**src/rtl/account_store.sv**
```systemverilog
// rtl/account_store.sv - per-card account store with PIN check, lockout and balance commit
module account_store #(
    parameter int CARD_W    = 6,
    parameter int PASS_W    = 16,
    parameter int BAL_W     = 20,
    parameter int USERS     = 10,
    parameter int MAX_TRIES = 3,
    parameter int TRY_W     = 2
) (
    input  logic              clk,
    input  logic              rst,
    input  logic [CARD_W-1:0] card_number,
    input  logic              card_in,
    input  logic              card_out,
    input  logic [PASS_W-1:0] pin,
    input  logic              pin_valid,
    input  logic              commit,
    input  logic [BAL_W-1:0]  updated_balance,
    input  logic              cfg_we,
    input  logic [CARD_W-1:0] cfg_addr,
    input  logic [PASS_W-1:0] cfg_password,
    input  logic [BAL_W-1:0]  cfg_balance,
    output logic [BAL_W-1:0]  balance,
    output logic              session_active,
    output logic              auth_ok,
    output logic              auth_fail,
    output logic              card_rejected,
    output logic              lock_event,
    output logic [TRY_W-1:0]  attempts_left,
    output logic              commit_ack
);

    // Index width just wide enough for the account arrays.
    localparam int IDX_W = (USERS > 1) ? $clog2(USERS) : 1;
    localparam logic [CARD_W:0]  USERS_C = (CARD_W+1)'(USERS);
    localparam logic [TRY_W-1:0] MAX_C   = TRY_W'(MAX_TRIES);

    typedef enum logic [1:0] {IDLE, LOAD, AUTH, SESSION} state_t;

    state_t state, state_n;

    // Account storage; deliberately untouched by reset.
    logic [PASS_W-1:0] pass_mem [USERS];
    logic [BAL_W-1:0]  bal_mem  [USERS];

    // Lockout bookkeeping; cleared by reset.
    logic [TRY_W-1:0]  fail_cnt [USERS];
    logic [USERS-1:0]  lock;

    logic [IDX_W-1:0]  idx, idx_n;
    logic [PASS_W-1:0] pass_reg;
    logic [BAL_W-1:0]  bal_reg;

    logic [BAL_W-1:0]  balance_n;
    logic [TRY_W-1:0]  attempts_n;
    logic              session_n, auth_ok_n, auth_fail_n, rejected_n, lock_event_n, ack_n;
    logic              fail_clr, fail_inc, lock_set, mem_commit;

    logic              card_ok, cfg_ok, card_locked;
    logic [IDX_W-1:0]  card_idx, cfg_idx;
    logic [TRY_W-1:0]  fail_nx;

    assign card_idx = card_number[IDX_W-1:0];
    assign cfg_idx  = cfg_addr[IDX_W-1:0];
    assign card_ok  = ({1'b0, card_number} < USERS_C);
    assign cfg_ok   = (state == IDLE) && cfg_we && ({1'b0, cfg_addr} < USERS_C);
    // A same-cycle provisioning write to this card unlocks it before the card is judged.
    assign card_locked = lock[card_idx] && !(cfg_ok && (cfg_idx == card_idx));
    assign fail_nx  = fail_cnt[idx] + TRY_W'(1);

    // Next-state and next-output decode.
    always_comb begin
        state_n      = state;
        idx_n        = idx;
        balance_n    = balance;
        session_n    = session_active;
        attempts_n   = attempts_left;
        auth_ok_n    = 1'b0;
        auth_fail_n  = 1'b0;
        rejected_n   = 1'b0;
        lock_event_n = 1'b0;
        ack_n        = 1'b0;
        fail_clr     = 1'b0;
        fail_inc     = 1'b0;
        lock_set     = 1'b0;
        mem_commit   = 1'b0;
        case (state)
            IDLE: begin
                if (card_in) begin
                    if (card_ok && !card_locked) begin
                        idx_n   = card_idx;
                        state_n = LOAD;
                    end else begin
                        rejected_n = 1'b1;
                    end
                end
            end
            LOAD: begin
                attempts_n = MAX_C - fail_cnt[idx];
                state_n    = AUTH;
            end
            AUTH: begin
                if (pin_valid) begin
                    if (pin == pass_reg) begin
                        fail_clr   = 1'b1;
                        auth_ok_n  = 1'b1;
                        session_n  = 1'b1;
                        balance_n  = bal_reg;
                        attempts_n = MAX_C;
                        state_n    = SESSION;
                    end else begin
                        fail_inc    = 1'b1;
                        auth_fail_n = 1'b1;
                        attempts_n  = MAX_C - fail_nx;
                        if (fail_nx == MAX_C) begin
                            lock_set     = 1'b1;
                            lock_event_n = 1'b1;
                            attempts_n   = '0;
                            state_n      = IDLE;
                        end
                    end
                end
                // The PIN above is judged first; ejection still ends the attempt.
                if (card_out) begin
                    state_n   = IDLE;
                    session_n = 1'b0;
                    balance_n = '0;
                end
            end
            SESSION: begin
                if (commit) begin
                    mem_commit = 1'b1;
                    balance_n  = updated_balance;
                    ack_n      = 1'b1;
                end
                if (card_out) begin
                    state_n   = IDLE;
                    session_n = 1'b0;
                    balance_n = '0;
                end
            end
            default: state_n = IDLE;
        endcase
    end

    // State, session context and registered outputs.
    always_ff @(posedge clk or negedge rst) begin
        if (!rst) begin
            state          <= IDLE;
            idx            <= '0;
            pass_reg       <= '0;
            bal_reg        <= '0;
            balance        <= '0;
            session_active <= 1'b0;
            auth_ok        <= 1'b0;
            auth_fail      <= 1'b0;
            card_rejected  <= 1'b0;
            lock_event     <= 1'b0;
            attempts_left  <= '0;
            commit_ack     <= 1'b0;
        end else begin
            state          <= state_n;
            idx            <= idx_n;
            if (state == LOAD) begin
                pass_reg <= pass_mem[idx];
                bal_reg  <= bal_mem[idx];
            end
            balance        <= balance_n;
            session_active <= session_n;
            auth_ok        <= auth_ok_n;
            auth_fail      <= auth_fail_n;
            card_rejected  <= rejected_n;
            lock_event     <= lock_event_n;
            attempts_left  <= attempts_n;
            commit_ack     <= ack_n;
        end
    end

    // Per-account failure counters and lock bits.
    always_ff @(posedge clk or negedge rst) begin
        if (!rst) begin
            for (int i = 0; i < USERS; i++) begin
                fail_cnt[i] <= '0;
            end
            lock <= '0;
        end else begin
            if (cfg_ok) begin
                fail_cnt[cfg_idx] <= '0;
                lock[cfg_idx]     <= 1'b0;
            end
            if (fail_clr) begin
                fail_cnt[idx] <= '0;
            end
            if (fail_inc) begin
                fail_cnt[idx] <= fail_nx;
            end
            if (lock_set) begin
                lock[idx] <= 1'b1;
            end
        end
    end

    // Password and balance arrays: provisioning writes and session commits.
    always_ff @(posedge clk) begin
        if (cfg_ok) begin
            pass_mem[cfg_idx] <= cfg_password;
            bal_mem[cfg_idx]  <= cfg_balance;
        end
        if (mem_commit) begin
            bal_mem[idx] <= updated_balance;
        end
    end

endmodule

```
**config.mk**
```make
export PLATFORM = sky130hd
export DESIGN_NAME = account_store
export DESIGN_NICKNAME = d
export VERILOG_FILES = /design/src/rtl/account_store.sv
export SDC_FILE = /design/constraint.sdc
export NUM_CORES = 1
export LEC_CHECK = 0
export ABC_AREA = 0
export CELL_PAD_IN_SITES_DETAIL_PLACEMENT = 1
export CELL_PAD_IN_SITES_GLOBAL_PLACEMENT = 1
export CORE_MARGIN = 4
export CORE_UTILIZATION = 54
export CTS_CLUSTER_DIAMETER = 40
export DETAILED_ROUTE_END_ITERATION = 10
export GPL_ROUTABILITY_DRIVEN = 0
export PLACE_DENSITY = 0.85
export SLEW_MARGIN = 20
export SYNTH_ARGS = -nofsm -noshare
export SYNTH_HDL_FRONTEND = slang
export SYNTH_SLANG_ARGS = --single-unit
```
**constraint.sdc**
```tcl
create_clock -name clk -period 6.15 [get_ports clk]
set_input_delay 0.615 -clock clk [delete_from_list [all_inputs] [get_ports clk]]
set_output_delay 0.615 -clock clk [all_outputs]
set_load 0.01 [all_outputs]
```
==> impl_summary.md, run 1 <==
Critical path
The critical path goes through nand3_1 > buf_4 > clkinv_1 > o21ai_0 > nor2b_2 > buf_4. For the worst setup path, the data required time is 6.43 ns. In this design, the stage delay of the slowest critical-path cell is 0.96 ns. In this run the critical register-to-register path is launched from state[1]. The worst setup path is launched from a register. The setup path with the least slack is of type register to register. The most common cell type on the critical path is sky130_fd_sc_hd__buf_4. The setup check on the worst reg-to-reg path leaves a slack of 1.91 ns. The critical path data arrival time is 4.53 ns.

The cell depth of the worst flop-to-flop path is 6. The worst setup path is captured at a register. Of all nets on the critical path, the largest fanout is 28. The endpoint identified for the worst register-to-register timing path is bal_mem[5][11]. The library cell contributing the largest single delay on the critical path is sky130_fd_sc_hd__clkinv_1.

Timing
Between clock sinks in the finished design, the worst skew comes to 0.0228 ns. The accumulated negative setup slack is 0 ns. The transition time at the pin with the least slew margin is 1.09 ns.

Setup violations remaining at the end of the flow were counted as 0. The final hold slack is 0.0908 ns. The count of pins over their slew limit is 0. The post-route minimum period is 4.24 ns.

Setup repair after global routing left no endpoint under its margin. The worst pin sits at a relative slew slack of 0.267. The final-report hold violation count is 0. The final cycle utilization of the critical path is 0.690. The peak clock frequency supported by timing is 236 MHz.

Global route
Entering global routing, the biggest net connects 75 pins. The total routing usage reported by global routing is 0.284. The first global-routing pass estimated 80700 um of wire.

The via count of the first global-routing pass is 12344. For this run the aggregate overflow at the end of global routing stands at 0. The number of antenna violations at the first check in global routing was 1.

Synthesis
Yosys mapped the design onto 54 distinct sky130hd cell types. After synthesis the cells add up to 18700 sq um. Counting flops with a built-in enable in the synthesized netlist gives 360. The cell count after synthesis came out at 1121.

Of the synthesized area, sequential elements account for 0.713. The most used flip-flop cell after synthesis is sky130_fd_sc_hd__edfxtp_1. Each instance of the synthesized netlist takes up on average 16.7 sq um. Of the total synthesized cell area, the portion taken by XOR and XNOR cells is 0.00938. The net count of the mapped netlist is 1213. After synthesis, the largest family of logic cells by area is multiplexers. Of the total synthesized cell area, the portion taken by full adders, half adders and majority gates is 0.000670.

Measured against the total synthesized area, the mux share comes to 0.151. The Yosys step of the flow raised 0 warnings. The fraction of the mapped netlist area in simple logic gates is 0.0544.

The fraction of the mapped netlist area in compound gates was 0.0555. Synthesis inferred 460 register bits. The share of async-settable or async-resettable flops after synthesis is 0.217.

Power
Across the VDD grid, the largest voltage drop is 0.328 mV. The share of total power dissipated in the clock network is 0.352. The share of total power dissipated in combinational logic is 0.216. The ratio of total power to cell area is 416 nW/um^2. The internal cell power is 6.52 mW. The sequential share of power is 0.432. Of the total power, the share spent switching nets is 0.296. In this run the static leakage power is 7.99 nW. The switching power of the nets is 2.74 mW.

Worst hold path
The class of the worst hold path is input port to async pin.

Detailed routing
Dividing the detail-routed wire length by the instance count gives 30.4 um. The residual antenna-violating net count after detailed routing is 0. The number of iterations in the first detailed-routing pass is 5. The routed design has 53200 um of wire. The detailed router placed 11286 vias in this run. The first routing iteration left 1195 violations. After detailed routing, the number of remaining DRC violations is 0. In the routed layout, each cell is associated on average with a via count of 6.45.

Cells and area
Of the cells placed in the final design, the portion with a size suffix greater than 1 is 0.219. The final core utilization is 0.657. The layout net count is 1349. Counting flops per register, the top entry is bal_mem. In the layout the commonest cells are sky130_fd_sc_hd__edfxtp_1 (360), sky130_fd_sc_hd__nand2_1 (150), sky130_fd_sc_hd__clkdlybuf4s50_1 (117). The largest registers in the layout are bal_mem x200, pass_mem x160. Relative to the synthesized area, the layout overhead comes to 19.1%.

Leaving out fill and tap cells, the most frequent cell in the layout is sky130_fd_sc_hd__edfxtp_1. The number of flip-flops in the largest register is 200. The layout has 2956 filler cells.

Clock network
The maximum buffer depth of the clock tree is 3. TritonCTS built the clock tree. The number of buffers added for setup after CTS is 0. Clock-pin slew was measured on the worst setup and hold paths at 0.06 ns.

Clock latency on the worst-skew pair, taken at its later pin, is 0.60 ns. In this run, CTS created clock tree buffers numbering 56. The H-tree was split into 2 levels. The CTS root buffer is sky130_fd_sc_hd__clkbuf_16. Gates resized during post-CTS repair numbered 0. Hold repair after CTS inserted 0 buffers. The clock sink total is 460.

Placed design
The wire-length estimate of the detail-placed layout is 30000 um. Buffers placed on the I/O ports in this run total 118.

Floorplanning
Measured along the x axis, the die boundary spans 194 um. The floorplan step defined a core boundary enclosing 33900 sq um. During I/O placement, the number of pins put on the boundary was 119. The starting utilization of the core area is 0.552. The die covers 37600 sq um.

The y dimension of the die is 194 um. The total number of placement rows is 67.

Job
The tool flagged a number of max-cap violations equal to 0.

Outcome
The run finished with clean final reports.
-- how the worst max path moves through the flow --
stage	slack (ns)	start	to
2_1_floorplan	2.92	cfg_addr[5]	fail_cnt[4]
3_3_place_gp	1.83	commit	bal_mem[7][5]
3_5_place_dp	1.47	commit	bal_mem[6][5]
4_1_cts	1.78	state[1]	bal_mem[6][3]
5_1_grt	1.68	state[1]	bal_mem[5][15]
6_report	1.91	state[1]	bal_mem[5][11]
-- metrics by stage --
stage	cells	power [mW]	area [sq um]	setup WS, ns
6_report	1751	9.26	22200	1.91
2_1_floorplan	1121	5.28	18700	2.92
4_1_cts	1750	9.28	22200	1.78
5_1_grt	1751	9.61	22200	1.68
3_5_place_dp	1647	5.98	20400	1.47
3_3_place_gp	1647	5.87	20400	1.83
-- synthesized netlist by cell type, drive strengths merged, types with 2 or more instances --
| library cell | n | area share |
|---|---|---|
| and2 | 5 | 0.0017 |
| o2bb2ai | 6 | 0.0028 |
| mux2i | 39 | 0.021 |
| nor3 | 10 | 0.0027 |
| o21ai | 43 | 0.012 |
| a2bb2oi | 2 | 0.00094 |
| a31oi | 2 | 0.0010 |
| dfrtp | 100 | 0.13 |
| a32o | 4 | 0.0021 |
| mux2 | 61 | 0.037 |
| clkbuf | 40 | 0.0080 |
| buf | 22 | 0.0060 |
| nor2 | 22 | 0.0046 |
| inv | 13 | 0.0026 |
| nand3 | 6 | 0.0016 |
| nor2b | 8 | 0.0027 |
| o22ai | 4 | 0.0013 |
| or3 | 2 | 0.00094 |
| nor4 | 7 | 0.0030 |
| nand2b | 10 | 0.0033 |
| mux4 | 77 | 0.093 |
| or2 | 2 | 0.00067 |
| a21oi | 47 | 0.013 |
| o211ai | 2 | 0.00080 |
| nand2 | 150 | 0.030 |
| xor2 | 20 | 0.0094 |
| a22o | 37 | 0.017 |
| edfxtp | 360 | 0.58 |
| a22oi | 3 | 0.0012 |
-- final cells by class --
type	instances	area (sq um)	area share
Sequential cell	460	13300	0.599
Multi-Input combinational cell	585	5120	0.230
Clock buffer	64	1480	0.0666
Timing Repair Buffer	140	1340	0.0604
Tap cell	448	561	0.0252
Clock inverter	39	359	0.0161
Inverter	14	52.6	0.00236
Antenna cell	1	2.50	0.000112
-- critical path: cells and delay by family, from the launching register on --
kind                   cells  cell delay, ns
AND/OR/NAND/NOR            2            0.96
flip-flops                 1            0.53
AO/OA/AOI/OAI              1            0.73
buffers and inverters      3            1.70
-- metal layers --
| metal | up-vias | global-route usage | share of wire |
|---|---|---|---|
| met3 | 131 | 0.0620 | 0.076 |
| met4 | 0 | 0.0958 | 0.031 |
| li1 | 4627 | - | - |
| met5 | - | 0 | 0 |
| met1 | 5946 | 0.381 | 0.39 |
| met2 | 582 | 0.468 | 0.50 |
-- kinds of logic (layout without fill, tap and decap cells) --
group	count (synthesis)	in the layout
buf+inv	76	257
fa+ha+maj	1	1
compound gates	158	158
flops	460	460
simple gates	229	229
mux	177	177
xor+xnor	20	20
other cells	0	1
-- power groups by stage --
| stage | logic, mW | registers (mW) | clock network, mW |
|---|---|---|---|
| 2_1_floorplan | 1.49 | 3.80 | 0 |
| 4_1_cts | 2.00 | 4.00 | 3.28 |
| 3_3_place_gp | 1.84 | 4.03 | 0 |
| 6_report | 2.00 | 4.00 | 3.26 |
| 5_1_grt | 2.13 | 4.04 | 3.44 |
| 3_5_place_dp | 1.93 | 4.05 | 0 |
(Power assumes the default switching activity.)
==> inputs of run 2 (changes only) <==
--- a/config.mk
+++ b/config.mk
@@ -9,11 +9,11 @@
 export CELL_PAD_IN_SITES_DETAIL_PLACEMENT = 1
 export CELL_PAD_IN_SITES_GLOBAL_PLACEMENT = 1
 export CORE_MARGIN = 4
-export CORE_UTILIZATION = 54
+export CORE_UTILIZATION = 46
 export CTS_CLUSTER_DIAMETER = 40
 export DETAILED_ROUTE_END_ITERATION = 10
 export GPL_ROUTABILITY_DRIVEN = 0
-export PLACE_DENSITY = 0.85
+export PLACE_DENSITY = 0.77
 export SLEW_MARGIN = 20
 export SYNTH_ARGS = -nofsm -noshare
 export SYNTH_HDL_FRONTEND = slang
==> constraint.sdc (replaced) <==
create_clock -name clk -period 3.7 [get_ports clk]
set_input_delay 0.37 -clock clk [delete_from_list [all_inputs] [get_ports clk]]
set_output_delay 0.37 -clock clk [all_outputs]
set_load 0.01 [all_outputs]
==> impl_summary.md, run 2 (synthesized netlist as in run 1, its figures left out) <==
Critical path
The critical path goes through buf_4 > or4b_1 > or2_1 > a211oi_2 > a21oi_1 > nor2_2 > buf_4. The required time of the critical path is 3.93 ns (-2.50 ns). The most common cell type on the critical path is sky130_fd_sc_hd__buf_4. The reg2reg setup slack is 0.76 ns (-1.15 ns). The biggest fanout along the worst timing path was 20 (-29%). The path type of the worst setup path is register to register. The largest incremental delay on the critical path came to 0.60 ns (-0.36 ns).

In this run the critical register-to-register path is launched from state[1]. The sum of buffers and inverters on the critical path came to 2 (-1). In this run the critical register-to-register path is captured at bal_mem[9][6].

The library cell contributing the largest single delay on the critical path is sky130_fd_sc_hd__or4b_1. The worst setup path is captured at a register. STA classifies the critical path startpoint as a register.

The critical path data arrival time came to 3.18 ns (-1.35 ns). The cell depth of the worst flop-to-flop path was 7 (+1). The kind of cell adding the most delay to the critical path is simple AND/OR/NAND/NOR gates.

Timing
The accumulated negative setup slack is 0 ns (unchanged). The post-route clock skew is 0.0182 ns (-0.00456 ns). The count of pins over their slew limit is 0 (unchanged). The relative slew slack is 0.379 (+0.113). The number of failing setup endpoints in the final timing report is 0 (unchanged). The transition time at the pin with the least slew margin came to 0.931 ns (-0.162 ns). The final hold slack came to 0.349 ns (+0.258 ns).

Setup repair after global routing left no endpoint under its margin. The post-route minimum period is 2.94 ns (-1.30 ns). The peak clock frequency supported by timing is 340 MHz (+44%). The final-report hold violation count was 0 (unchanged).

The final cycle utilization of the critical path is 0.796 (+0.106).

Floorplanning
The y dimension of the die is 210 um (+8.0%). The full die area came to 43900 sq um (+17%). The total number of placement rows came to 73 (+9.0%). The horizontal die dimension is 210 um (+8.0%). The starting utilization of the core area is 0.468 (-0.0836). The area of the core region came to 39900 sq um (+18%). The I/O pin total is 119 (unchanged).

Detailed routing
The number of remaining DRC errors came to 0 (unchanged). The number of iterations in the first detailed-routing pass was 5 (unchanged). The number of vias per cell after detailed routing is 5.86 (-9.0%).

The total length of routed wires is 49100 um (-7.6%). The detail-routed net length per standard cell is 26.6 um (-13%). The via count of the routed design came to 10847 (-3.9%). The residual antenna-violating net count after detailed routing was 0 (unchanged). The DRC marker count from the first detailed-route iteration is 840 (-30%).

Power
The ratio of total power to cell area is 690 nW/um^2 (+66%). The leakage dissipation is 8.16 nW (+2.2%). The maximum ir drop on the vdd rail is 0.374 mV (+14%).

Global route
The number of antenna violations at the first check in global routing is 2 (+1). The via count of the first global-routing pass is 12035 (-2.5%). The maximum number of pins on one net before global-route repair came to 57 (-24%). The total routing usage reported by global routing is 0.226 (-0.0581). The overall overflow remaining after global route is 0 (unchanged). The first-pass GRT wire length was 75700 um (-6.2%).

Worst hold path
The worst hold path belongs to the class input port to async pin.

Clock network
The CTS clock-pin slew for the worst setup and hold paths is 0.06 ns (about the same). The worst-skew pair later-pin latency is 0.58 ns (-0.02 ns). The clock sink total came to 460 (unchanged). The cell sitting at the root of the clock tree is a sky130_fd_sc_hd__clkbuf_16.

The TritonCTS clock tree is done. The number of buffers inserted during clock tree synthesis is 57 (+1.8%). The maximum level of the CTS H-tree is 2 (unchanged). The maximum buffer depth of the clock tree is 3 (unchanged). The quantity of gates resized following cts is 0 (unchanged).

Job
The number of max-cap violations is 0 (unchanged).

Placed design
The HPWL reported at the end of detailed placement was 29400 um (-1.9%). The instance area at placement was 20700 sq um (+1.3%). The number of buffers inserted by port buffering is 118 (unchanged).

Cells and area
The largest register by flop count is bal_mem. The share of cells above drive strength 1 came to 0.227 (+0.00769). In the layout the commonest cells are sky130_fd_sc_hd__edfxtp_1 (360), sky130_fd_sc_hd__nand2_1 (150), sky130_fd_sc_hd__clkdlybuf4s50_1 (117). The final-layout fill cell count was 3609 (+22%). The layout net count is 1371 (+1.6%). The area growth from synthesis to layout is 21.1%.

The area of combinational cells with multiple inputs is 5110 sq um (-0.34%). The library cell used most frequently in the layout, excluding fill and tap cells, is sky130_fd_sc_hd__edfxtp_1. The largest registers in the layout are bal_mem x200, pass_mem x160.

The total area of sequential cells is 13300 sq um (unchanged). The number of flip-flops in the largest register was 200 (unchanged). The post-route cell area is 22600 sq um (+1.7%).

Outcome
The flow ran to the end, and the final reports show no timing, DRC or antenna violations.
## run 2: changes by cell type in the layout (fill, tap and decap cells not counted), moves of 3 or more
cell                         change
sky130_fd_sc_hd__buf_4          +18
sky130_fd_sc_hd__bufinv_16       +5
sky130_fd_sc_hd__clkbuf_1        +3
sky130_fd_sc_hd__clkbuf_8        -4
sky130_fd_sc_hd__clkinv_4        -5
sky130_fd_sc_hd__clkinvlp_4      -4
sky130_fd_sc_hd__nor2_2          +3
sky130_fd_sc_hd__nor2_4          -3
## run 2: worst max-delay path by stage
stage / startpoint / end / slack [ns] / depth (start not counted)
2_1_floorplan: state[0] / fail_cnt[4] / 0.58 / 7
3_3_place_gp: cfg_we / bal_mem[9][7] / 0.64 / 7
3_5_place_dp: cfg_we / bal_mem[1][7] / 0.61 / 7
4_1_cts: state[1] / bal_mem[9][6] / 0.76 / 7
5_1_grt: state[1] / bal_mem[9][6] / 0.63 / 7
6_report: state[1] / bal_mem[9][6] / 0.76 / 7
## run 2: metrics by stage
step / util / instances / worst slack (ns) / total power, mW
floorplan: - / 1121 / 0.576 / 8.78
global placement: 0.518 / 1744 / 0.641 / 9.83
detailed placement: 0.518 / 1744 / 0.606 / 9.98
CTS: 0.567 / 1849 / 0.762 / 15.7
global route: 0.567 / 1850 / 0.628 / 16.3
finish: 0.567 / 1850 / 0.755 / 15.6
## run 2: layout make-up
class,count,area share
antenna,1,0.000111
clock buffer,64,0.0647
clock inverter,40,0.0217
inverter,14,0.00232
multi-input combinational,585,0.226
sequential,460,0.589
tap,525,0.0290
timing repair buffer,161,0.0676
## run 2: per-layer routing
| metal | share of wire | routed length, um | vias up | GRT usage |
|---|---|---|---|---|
| li1 | - | - | 4661 | - |
| met4 | 0.025 | 1220 | 2 | 0.0659 |
| met3 | 0.053 | 2590 | 92 | 0.0368 |
| met2 | 0.51 | 24800 | 350 | 0.380 |
| met1 | 0.42 | 20500 | 5742 | 0.307 |
| met5 | 0.00026 | 13 | - | 0 |
## run 2: where the power goes
part	internal (mW)	total [mW]	switching, mW	leakage (nW)
registers	6.00	6.53	0.535	4.52
clock network	3.45	5.70	2.24	0.942
logic	1.74	3.38	1.64	2.70
## run 2: repair_timing
action | in CTS | in global routing
hold buffers | 1 | 0
endpoints found under the setup margin | 0 | 0
hold endpoints to repair | 36 | 0
buffers inserted | 0 | 0
==> inputs of run 3 (changes only) <==
==> constraint.sdc (replaced) <==
create_clock -name clk -period 2.7 [get_ports clk]
set_input_delay 0.27 -clock clk [delete_from_list [all_inputs] [get_ports clk]]
set_output_delay 0.27 -clock clk [all_outputs]
set_load 0.01 [all_outputs]
==> impl_summary.md, run 3 (synthesized netlist as in run 1, its figures left out) <==
Outcome
The flow ran to the end, and the final reports show no timing, DRC or antenna violations.

Detailed routing
The detailed-routing wirelength on met1 came to 19400 um (-5.1%). The met2 wire length was 24800 um (-0.22%). The wire length on met3 is 2770 um (+7.1%).

The via count of the routed design is 10771 (-0.70%). The total length of routed wires is 48400 um (-1.5%). The highest layer touched by signal routing is met4.

The DRC marker count from the first detailed-route iteration is 843 (+0.36%). The residual antenna-violating net count after detailed routing is 0 (unchanged). The number of remaining DRC errors is 0 (unchanged). The detail-routed net length per standard cell is 25.9 um (-2.6%). The number of vias per cell after detailed routing is 5.76 (-1.8%). The number of iterations in the first detailed-routing pass came to 5 (unchanged).

Clock network
The quantity of gates resized following cts is 0 (unchanged). The clock sink total is 460 (unchanged). The CTS clock-pin slew for the worst setup and hold paths is 0.06 ns (about the same). The number of buffers added for setup after CTS came to 0 (unchanged). The TritonCTS clock tree is done. The CTS root buffer is sky130_fd_sc_hd__clkbuf_16. The maximum level of the CTS H-tree came to 2 (unchanged). The worst-skew pair later-pin latency is 0.57 ns (about the same). The number of buffers inserted during clock tree synthesis is 55 (-3.5%). The maximum buffer depth of the clock tree came to 3 (unchanged).

Global route
The via count of the first global-routing pass is 12066 (+0.26%). The total routing usage reported by global routing is 0.222 (-0.00407). The maximum number of pins on one net before global-route repair is 55 (-3.5%). The first-pass GRT wire length is 75000 um (-0.94%). The number of antenna violations at the first check in global routing came to 0 (-2). The overall overflow remaining after global route is 0 (unchanged).

Timing
The final worst-path setup slack was 0.147 ns (-0.609 ns). The final-report hold violation count came to 0 (unchanged). The final cycle utilization of the critical path is 0.946 (+0.150). The number of failing setup endpoints in the final timing report is 0 (unchanged). The relative slew slack came to 0.498 (+0.119). The post-route clock skew is 0.0176 ns (-0.000651 ns).

The post-route minimum period is 2.55 ns (-0.391 ns). The peak clock frequency supported by timing was 392 MHz (+15%). Setup repair after global routing left no endpoint under its margin. The count of pins over their slew limit was 0 (unchanged). The transition time at the pin with the least slew margin is 0.753 ns (-0.178 ns).

Critical path
In this design, the critical path's most frequently occurring cell is sky130_fd_sc_hd__buf_12. The worst setup path is launched from a register. The critical path data arrival time is 3.00 ns (-0.18 ns).

Walking the worst path, the cells encountered are buf_4 > buf_12 > buf_12 > mux4_2 > mux2_2 > o21ai_0 > nand2_1. The largest incremental delay on the critical path was 0.58 ns (-0.02 ns). The kind of cell adding the most delay to the critical path is multiplexers. The biggest fanout along the worst timing path was 18 (-10%). The path type of the worst setup path is register to register. STA classifies the critical path endpoint as a register. The reg2reg setup slack is 0.15 ns (-0.61 ns). The sum of buffers and inverters on the critical path is 3 (+1). The required time of the critical path is 3.14 ns (-0.79 ns). The library cell contributing the largest single delay on the critical path is sky130_fd_sc_hd__dfrtp_4.

Power
The switching part of the total came to 0.281 (-0.00240). The part of the total power dissipated in the clock network came to 0.354 (-0.011). The power share of the combinational group is 0.240 (+0.023). The switching power of the nets is 6.00 mW (+36%). The maximum ir drop on the vdd rail was 0.469 mV (+25%). The internal cell power came to 15.4 mW (+37%). The sequential share of power was 0.407 (-0.011). The overall power is 21.4 mW (+37%). The leakage dissipation is 8.32 nW (+1.9%). The ratio of total power to cell area is 929 nW/um^2 (+35%).

Placed design
The pre-CTS setup slack was 0.0651 ns (-0.541 ns). The number of buffers inserted by port buffering was 118 (unchanged). The HPWL reported at the end of detailed placement is 31000 um (+5.5%).

The instance area at placement is 21100 sq um (+2.2%). The count of placed standard cells including taps is 1767 (+1.3%).

Floorplanning
The y dimension of the die is 210 um (unchanged). The I/O pin total is 119 (unchanged). The starting utilization of the core area is 0.468 (unchanged). The total number of placement rows is 73 (unchanged). The full die area is 43900 sq um (unchanged). The horizontal die dimension is 210 um (unchanged). The area of the core region is 39900 sq um (unchanged).

Cells and area
The area of combinational cells with multiple inputs is 5110 sq um (+0.15%). The share of cells above drive strength 1 is 0.239 (+0.0126). The post-route cell area came to 23000 sq um (+1.7%).

In the final layout, the registers with the most flip-flops are bal_mem x200, pass_mem x160. The area added between synthesis and finish is 23.2%. The total area of sequential cells was 13300 sq um (unchanged).

The largest register by flop count is bal_mem. The final core utilization came to 0.577 (+0.00975). The final non-filler cell total is 1871 (+1.1%). The layout net count was 1392 (+1.5%). The number of flip-flops in the largest register is 200 (unchanged).

The library cells used most frequently in the layout, excluding fill and tap cells, are sky130_fd_sc_hd__edfxtp_1 (360), sky130_fd_sc_hd__nand2_1 (150), sky130_fd_sc_hd__clkdlybuf4s50_1 (117). The final antenna diode count is 0 (-1). Leaving out fill and tap cells, the most frequent cell in the layout is sky130_fd_sc_hd__edfxtp_1.

The final-layout fill cell count is 3618 (+0.25%).

Job
The number of max-cap violations was 0 (unchanged).

Worst hold path
In this run the worst hold path is classified as input port to async pin.
run 3: cell types whose count changed in the layout (fill, tap and decap cells not counted), sizes merged:
cell      delta
buf         +23
clkbuf       -3
clkinv       +3
clkinvlp     -1
diode        -1
run 3: worst register-to-register path, stage by stage, from the launching register on:
cell	delay, ns
sky130_fd_sc_hd__dfrtp_4	0.58
sky130_fd_sc_hd__buf_4	0.23
sky130_fd_sc_hd__buf_12	0.21
sky130_fd_sc_hd__buf_12	0.21
sky130_fd_sc_hd__mux4_2	0.52
sky130_fd_sc_hd__mux2_2	0.28
sky130_fd_sc_hd__o21ai_0	0.32
sky130_fd_sc_hd__nand2_1	0.08
run 3: final timing paths:
path,from,end,cells past startpoint
max,idx[0],pass_reg[5],7
min,rst,fail_cnt[5],2
max reg2reg,idx[0],pass_reg[5],7
min reg2reg,bal_reg[15],bal_reg[15],2
max in group asynchronous,rst,bal_reg[2],3
min in group clk,card_in,card_rejected,3
run 3: power groups by stage:
| stage | Clock, mW | Combinational (mW) | Sequential [mW] |
|---|---|---|---|
| after floorplan | 0 | 3.39 | 8.64 |
| final | 7.57 | 5.12 | 8.69 |
| after detailed placement | 0 | 5.09 | 8.82 |
| after global routing | 8.05 | 5.51 | 8.77 |
| after CTS | 7.71 | 5.17 | 8.69 |
| after global placement | 0 | 4.91 | 8.79 |
run 3: layout make-up:
| cell class | instances | share of cell area |
|---|---|---|
| Clock buffer | 61 | 0.0612 |
| Clock inverter | 42 | 0.0209 |
| Tap cell | 525 | 0.0285 |
| Sequential cell | 460 | 0.579 |
| Timing Repair Buffer | 184 | 0.0859 |
| Multi-Input combinational cell | 585 | 0.222 |
| Inverter | 14 | 0.00228 |
run 3: what timing repair did:
item / in CTS / in global routing
hold buffers: 1 / 0
setup endpoints to repair: 0 / 0
hold endpoints to repair: 52 / 0
run 3: metrics by stage:
stage | hold WS, ns | setup TNS (ns)
4_1_cts | 0.324 | 0
6_report | 0.324 | 0
3_5_place_dp | 0.389 | 0
2_1_floorplan | -0.0256 | -18.96
5_1_grt | 0.330 | 0
3_3_place_gp | 0.378 | 0
run 3: per-layer routing:
metal,GRT usage,vias to the layer above
li1,-,4713
met1,0.296,5590
met2,0.378,370
met3,0.0372,98
met4,0.0662,0
met5,0,-
